File: config.mk
export PLATFORM = sky130hd
export DESIGN_NAME = nonce_search_ctrl
export DESIGN_NICKNAME = d
export VERILOG_FILES = /design/src/rtl/nonce_search_ctrl.sv
export SDC_FILE = /design/constraint.sdc
export NUM_CORES = 1
export LEC_CHECK = 0
export CELL_PAD_IN_SITES_DETAIL_PLACEMENT = 1
export CELL_PAD_IN_SITES_GLOBAL_PLACEMENT = 1
export CORE_ASPECT_RATIO = 1.2
export CORE_MARGIN = 5
export CORE_UTILIZATION = 43
export DETAILED_ROUTE_END_ITERATION = 12
export HOLD_SLACK_MARGIN = 0.08
export PLACE_DENSITY_LB_ADDON = 0.1
export SKIP_CTS_REPAIR_TIMING = 1
export SLEW_MARGIN = 20
export SYNTH_ARGS = -nofsm -noshare
export SYNTH_HDL_FRONTEND = slang
export SYNTH_SLANG_ARGS = --single-unit
export TNS_END_PERCENT = 50
File: constraint.sdc
create_clock -name clk -period 5.24 [get_ports clk]
set_input_delay 0.524 -clock clk [delete_from_list [all_inputs] [get_ports clk]]
set_output_delay 0.524 -clock clk [all_outputs]
set_load 0.05 [all_outputs]
File: src/rtl/nonce_search_ctrl.sv
// Nonce search job controller: walks an inclusive (possibly wrapping) nonce range,
// issues one SHA-256d request per nonce and stops on the first hash below target.
module nonce_search_ctrl #(
  parameter int unsigned NONCEWIDTH = 32
) (
  input  logic                  clk,
  input  logic                  reset_n,
  input  logic                  go,
  input  logic                  abort,
  input  logic [NONCEWIDTH-1:0] nonce_start,
  input  logic [NONCEWIDTH-1:0] nonce_end,
  input  logic [NONCEWIDTH-1:0] target,
  output logic                  sha_start,
  output logic [NONCEWIDTH-1:0] sha_nonce,
  input  logic                  sha_done,
  input  logic [NONCEWIDTH-1:0] sha_hash_msw,
  output logic                  busy,
  output logic                  complete,
  output logic                  found,
  output logic [NONCEWIDTH-1:0] found_nonce,
  output logic [NONCEWIDTH-1:0] hash_count
);

  typedef enum logic [1:0] {
    S_IDLE,
    S_ISSUE,
    S_WAIT,
    S_CHECK
  } state_e;

  state_e                  state_q, state_d;
  logic [NONCEWIDTH-1:0]   nonce_q, nonce_d;
  logic [NONCEWIDTH-1:0]   end_q, end_d;
  logic [NONCEWIDTH-1:0]   target_q, target_d;
  logic [NONCEWIDTH-1:0]   hash_q, hash_d;
  logic [NONCEWIDTH-1:0]   found_nonce_q, found_nonce_d;
  logic [NONCEWIDTH-1:0]   count_q, count_d;
  logic                    complete_q, complete_d;
  logic                    found_q, found_d;
  logic                    start_q, start_d;
  logic                    busy_q, busy_d;

  logic hit;
  logic last;

  assign hit  = (hash_q < target_q);
  assign last = (nonce_q == end_q);

  always_ff @(posedge clk or negedge reset_n) begin
    if (!reset_n) begin
      state_q       <= S_IDLE;
      nonce_q       <= '0;
      end_q         <= '0;
      target_q      <= '0;
      hash_q        <= '0;
      found_nonce_q <= '0;
      count_q       <= '0;
      complete_q    <= 1'b0;
      found_q       <= 1'b0;
      start_q       <= 1'b0;
      busy_q        <= 1'b0;
    end else begin
      state_q       <= state_d;
      nonce_q       <= nonce_d;
      end_q         <= end_d;
      target_q      <= target_d;
      hash_q        <= hash_d;
      found_nonce_q <= found_nonce_d;
      count_q       <= count_d;
      complete_q    <= complete_d;
      found_q       <= found_d;
      start_q       <= start_d;
      busy_q        <= busy_d;
    end
  end

  always_comb begin
    state_d = state_q;
    unique case (state_q)
      S_IDLE:  if (go) state_d = S_ISSUE;
      S_ISSUE: state_d = abort ? S_IDLE : S_WAIT;
      S_WAIT: begin
        if (abort)         state_d = S_IDLE;
        else if (sha_done) state_d = S_CHECK;
      end
      S_CHECK: begin
        if (abort || hit || last) state_d = S_IDLE;
        else                      state_d = S_ISSUE;
      end
      default: state_d = S_IDLE;
    endcase
  end

  // Abort overrides the CHECK outcome entirely, including the hash count update.
  always_comb begin
    nonce_d       = nonce_q;
    end_d         = end_q;
    target_d      = target_q;
    hash_d        = hash_q;
    found_nonce_d = found_nonce_q;
    count_d       = count_q;
    complete_d    = complete_q;
    found_d       = found_q;

    if (state_q == S_IDLE) begin
      if (go) begin
        nonce_d       = nonce_start;
        end_d         = nonce_end;
        target_d      = target;
        complete_d    = 1'b0;
        found_d       = 1'b0;
        found_nonce_d = '0;
        count_d       = '0;
      end
    end else if (abort) begin
      complete_d = 1'b1;
      found_d    = 1'b0;
    end else if (state_q == S_WAIT) begin
      if (sha_done) hash_d = sha_hash_msw;
    end else if (state_q == S_CHECK) begin
      count_d = (count_q == '1) ? count_q : count_q + NONCEWIDTH'(1);
      if (hit) begin
        found_d       = 1'b1;
        found_nonce_d = nonce_q;
        complete_d    = 1'b1;
      end else if (last) begin
        complete_d = 1'b1;
        found_d    = 1'b0;
      end else begin
        nonce_d = nonce_q + NONCEWIDTH'(1);
      end
    end

    start_d = (state_d == S_ISSUE);
    busy_d  = (state_d != S_IDLE);
  end

  assign sha_start   = start_q;
  assign sha_nonce   = nonce_q;
  assign busy        = busy_q;
  assign complete    = complete_q;
  assign found       = found_q;
  assign found_nonce = found_nonce_q;
  assign hash_count  = count_q;

endmodule

Word level (Yosys, flattened, before mapping)
Cells that the tools add are included.
W data, S select, Z words.
Cells by class
  eq/ne operators: 13
  div/mod/pow operators: 0
  $mul: 0
  shift-type cells: 0
  reductions and logical operators: 14
  multiplexer cells: 37
  $add $sub $neg: 2
  bitwise logic cells: 2
  order comparisons: 1
Operators by type and width (number)
  $mux W32: 18
  $add A32 B1 Y32 const B: 2
  $eq A32 B32 Y1: 1
  $eq A32 B32 Y1 const B: 1
  $lt A32 B32 Y1: 1
  $mux W1: 14
  $reduce_and A5 Y1: 2
  $mux W2: 4
  $pmux W2 S4: 1
  $reduce_and A4 Y1: 2
  $ne A2 B1 Y1 const B: 3
  $ne A2 B2 Y1 const B: 3
  $reduce_and A6 Y1: 1
  $reduce_bool A2 Y1: 3
  $eq A2 B1 Y1 const B: 2
  $eq A2 B2 Y1 const B: 2
  $reduce_bool A4 Y1: 1
  $ne A3 B3 Y1 const B: 1
  $reduce_bool A3 Y1: 1
  $logic_not A2 Y1: 1
  $logic_or A1 B1 Y1: 2
  $not A1 Y1: 2
  $reduce_and A2 Y1: 1
Word-level totals
  input bits: 133
  bits in latches: 0
  memories kept: 0
  output and inout port bits: 100
  bits in read-only memories: 0
  bits in writable memories: 0
  bits in registers: 198
  word-level logic and storage cells: 80

Longest topological paths before layout
  depth in word-level cells: 7
  gate-level depth with buffers: 12
  depth with buffers taken out: 9

Least setup slack after synthesis
Ideal clock, no wire load.
  kind: flip-flop to flip-flop
  start: register count_q[0], in the netlist hash_count[0]
  end: register count_q[14], in the netlist hash_count[14]
  library setup time: 0.137 ns
  path buffers: 2
  arrival: 2.314 ns
  setup slack: 2.789 ns
  required time: 5.103 ns
  cell stages (with the launch flop): 11
  clock period less this slack: 2.451 ns
  cell sequence: dfrtp_1 > ha_1 > nand4_1 > nor3_2 > nand2_1 > o41ai_4 > buf_6 > buf_6 > nor2_1 > o21ai_1 > o22ai_1
On the way
  cells in the longest elaborated chain, start to end: 6
  elaborated cells between the ends (all ways): 9
  classes of those cells: 1 x add/sub; 2 x eq/ne; 5 x mux; 1 x reduce/logical
Ends and longest elaborated chain
  start, declared: line 37  | logic [NONCEWIDTH-1:0] count_q, count_d;
  start signal, assigned: line 69  | count_q <= count_d;
  $add A32 B1 Y32: line 121  | count_d = (count_q == '1) ? count_q : count_q + NONCEWIDTH'(1);
  $mux W32: line 121
  $mux W32: line 120  | end else if (state_q == S_CHECK) begin
  $mux W32: line 118  | end else if (state_q == S_WAIT) begin
  $mux W32: line 115  | end else if (abort) begin
  $mux W32: line 105  | if (state_q == S_IDLE) begin
Several ways; a longest one is shown, not always the timed one. The select of a mux whose other input is x is not followed.
A chain may end at the register's enable or synchronous reset.

Final worst setup path
  start: register state_q[0]
  end: register count_q[21], in the netlist hash_count[21]
On the way
  cells in the longest elaborated chain, start to end: 3
  elaborated cells between the ends (all ways): 10
  classes of those cells: 6 x eq/ne; 1 x mux; 3 x reduce/logical
Ends and longest elaborated chain
  start, declared: line 31  | state_e state_q, state_d;
  start signal, assigned: line 63  | state_q <= state_d;
  $eq A2 B2 Y1 (tied with other cells): line 118
  $ne A2 B2 Y1 (no source line) (tied with other cells)
  $reduce_and A5 Y1 (no source line)
Several ways; a longest one is shown, not always the timed one.

==> impl_results.md <==
* Final hold slack at 0.141 ns
* Setup crit start: state_q[0]$_DFF_PN0_
* DIE AREA at 27100 sq um
* Cells after Synth at 946
* All-Layer GR Usage at 21.8%
* Critical path required time at 5.53 ns
* CTS tree: yes
* Via count at 8210
* Setup_tns at 0 ns
* # rows at 62
* Die Wd at 151 um
* Post-DP HPWL at 21800 um
* Clk_lat worst skew at 0.43 ns
* Gpl congestion at 0.807
* Worst R2R Start: state_q[0]$_DFF_PN0_
* Largest net degree at the start of global routing at 95
* Number of global-route vias before repair at 8500
* Register area share after synthesis at 48.3%
* Post-synth EDFFs at 0
* Top-area cell type share of the netlist area at 48.3%
* Mapped Area at 10300 sq um
* Critical Path End Type: flip-flop
* Multiplexer share of the synthesized area at 11.6%
* Clk_skew at 0.0145 ns
* Pwr Density at 613 nW/um^2
* Post-DRT Antenna Nets at 0
* Area grow syn2layout at 30.3%
* Layout cells sized above 1 at 13.9%
* Top Ports at 233
* H-tree depth at 4
* Leak at 0.00583 uW
* FF+latch count, synth at 198
* Min cycle time layout at 3.43 ns
* HP Class: in2async
* PnR worst setup slack at 1.81 ns
* Num CTS Buffers at 17
* Status: complete, no violations
* Final hold viol count at 0
* Slew Limit Fails at 0
* Syn Nets at 1116
* XOR/XNOR Fraction of Synth Area at 4.35%
* Vias per std cell at 5.53
* Drt drc at 0
* CP Data Arrival Time at 3.72 ns
* Multi-input gate area in the final layout at 4860 sq um
* Synth cell types at 69
* Wirelength, routed at 29400 um
* Endpoints failing setup at 0
* FMAX at 291 MHz
* Max IR drop VDD at 0.000252 V
* Startpoint Class: flip-flop
* Simple-gate share of the synthesized area at 15.1%
* DR pass1 iterations at 4
* Combinational family with the most area after synthesis: simple AND/OR/NAND/NOR gates
* Congestion Overflow GR at 0
* RSZ-0062 raised after global routing: false
* Finished Cell Area at 13400 sq um
* Syn. warnings at 0
* Adder-Cell Fraction of Synth Area at 4.51%
* Port Buf Inserts at 232
* Synthesized area per cell at 10.8 sq um
* Max-cap violations at 0
* Most common cell after layout, fill and taps aside: clkdlybuf4s50_1
* Starting density of the core at 43.2%
* Number of clock sinks at 198
* Clk buf depth at 2
* Worst-path clk slew at 0.08 ns
* Synth area leader: dfrtp_1
* Antenna violations before repair at 1
* First-pass GRT wire length at 46100 um
* Max Fanout on Critical Path at 62
* Core outline area at 23700 sq um
* WL/cell at 19.8 um
* Clk root buf: clkbuf_16
* Die Height at 179 um
* Setup CP Type: reg2reg
* Pre-CTS WS at 1.83 ns
* Most frequent cells in the layout: clkdlybuf4s50_1, dfrtp_1, mux2_2
* Placed Area at 12800 sq um
* Slew HR at 38.1%
* Fillers at 2585
* # diodes at 0
* Worst Tran Pin Value at 0.927 ns
* Storage cell area at 4950 sq um
* Synth area leaders: dfrtp_1, mux2_2, ha_1
* Synth Area in Compound Gates at 11.6%
* Top FF cell, synth: dfrtp_1
* Fin nets at 1322
* Tcrit/Tclk final at 65.5%
* Fraction of registers with async set/reset at 100%
* Core Util, Final at 56.3%
* Initial DRC Count at 460
==> synthesized netlist by cell type (all sizes together), types with 12 or more instances <==
| library cell | n |
|---|---|
| and4 | 35 |
| a21o | 30 |
| nand2 | 57 |
| nor3 | 35 |
| nand3 | 27 |
| xnor2 | 51 |
| inv | 47 |
| o21ai | 34 |
| mux2 | 103 |
| clkbuf | 23 |
| dfrtp | 198 |
| buf | 31 |
| ha | 37 |
| and3 | 12 |
| a21oi | 38 |
| nand4 | 20 |
| nor2 | 49 |
| o211ai | 17 |
==> logic make-up after synthesis <==
kind of cell | after synthesis
fa+ha+maj | 37
flops | 198
simple gates | 281
xor+xnor | 51
buf+inv | 101
compound gates | 173
mux | 105
==> worst max-delay path: stages (launching register included) <==
cell     delay (ns)
dfrtp_1        0.44
inv_1          0.13
ha_2           0.38
buf_4          0.60
inv_1          0.49
nand2_1        0.25
o41ai_4        0.13
buf_4          0.30
nor4_1         0.34
xnor2_1        0.16
nor2_1         0.05
==> registers in the layout, summed over array words and instances, names as in the netlist <==
register     cells
hash_q          32
complete         1
found_nonce     32
hash_count      32
state_q          2
found            1
sha_start        1
busy             1
sha_nonce       32
target_q        32
end_q           32
==> layer usage <==
metal	up-vias	global-route usage, %	wire (um)
li1	3836	-	-
met2	219	36.0	14300
met5	-	0	20
met4	2	6.95	663
met3	35	5.34	1840
met1	4118	28.3	12600
==> layout make-up <==
| class | count | share of cell area (%) |
|---|---|---|
| Sequential cell | 198 | 37.0 |
| Multi-Input combinational cell | 647 | 36.3 |
| Timing Repair Buffer | 241 | 17.9 |
| Clock buffer | 17 | 3.18 |
| Tap cell | 320 | 2.99 |
| Inverter | 47 | 1.32 |
| Clock inverter | 14 | 1.24 |
==> power breakdown <==
| part | leakage, uW | total [uW] | switching, uW | internal [uW] |
|---|---|---|---|---|
| sequential | 0.00249 | 2720 | 581 | 2140 |
| clock | 0.000287 | 1320 | 643 | 679 |
| combinational | 0.00305 | 4160 | 2480 | 1680 |
==> metrics by stage <==
stage | cells | power (uW)
after global placement | 1453 | 6790
after floorplan | 946 | 5630
after global routing | 1484 | 8750
after detailed placement | 1453 | 6940
final | 1484 | 8200
after CTS | 1484 | 8290
==> worst paths after layout <==
| check | slack [ns] | end | depth (start not counted) |
|---|---|---|---|
| worst max-delay path | 1.81 | hash_count[21]$_DFFE_PN0P_ | 10 |
| worst min-delay path | 0.14 | hash_count[18]$_DFFE_PN0P_ | 1 |
| worst max register to register | 1.81 | hash_count[21]$_DFFE_PN0P_ | 10 |
| worst min register to register | 0.48 | found_nonce[15]$_DFFE_PN0P_ | 1 |
| max in group asynchronous | 3.87 | hash_q[25]$_DFFE_PN0P_ | 2 |
| min in group clk | 0.48 | found_nonce[15]$_DFFE_PN0P_ | 1 |
Note: power is estimated with default switching activity, not from simulation.
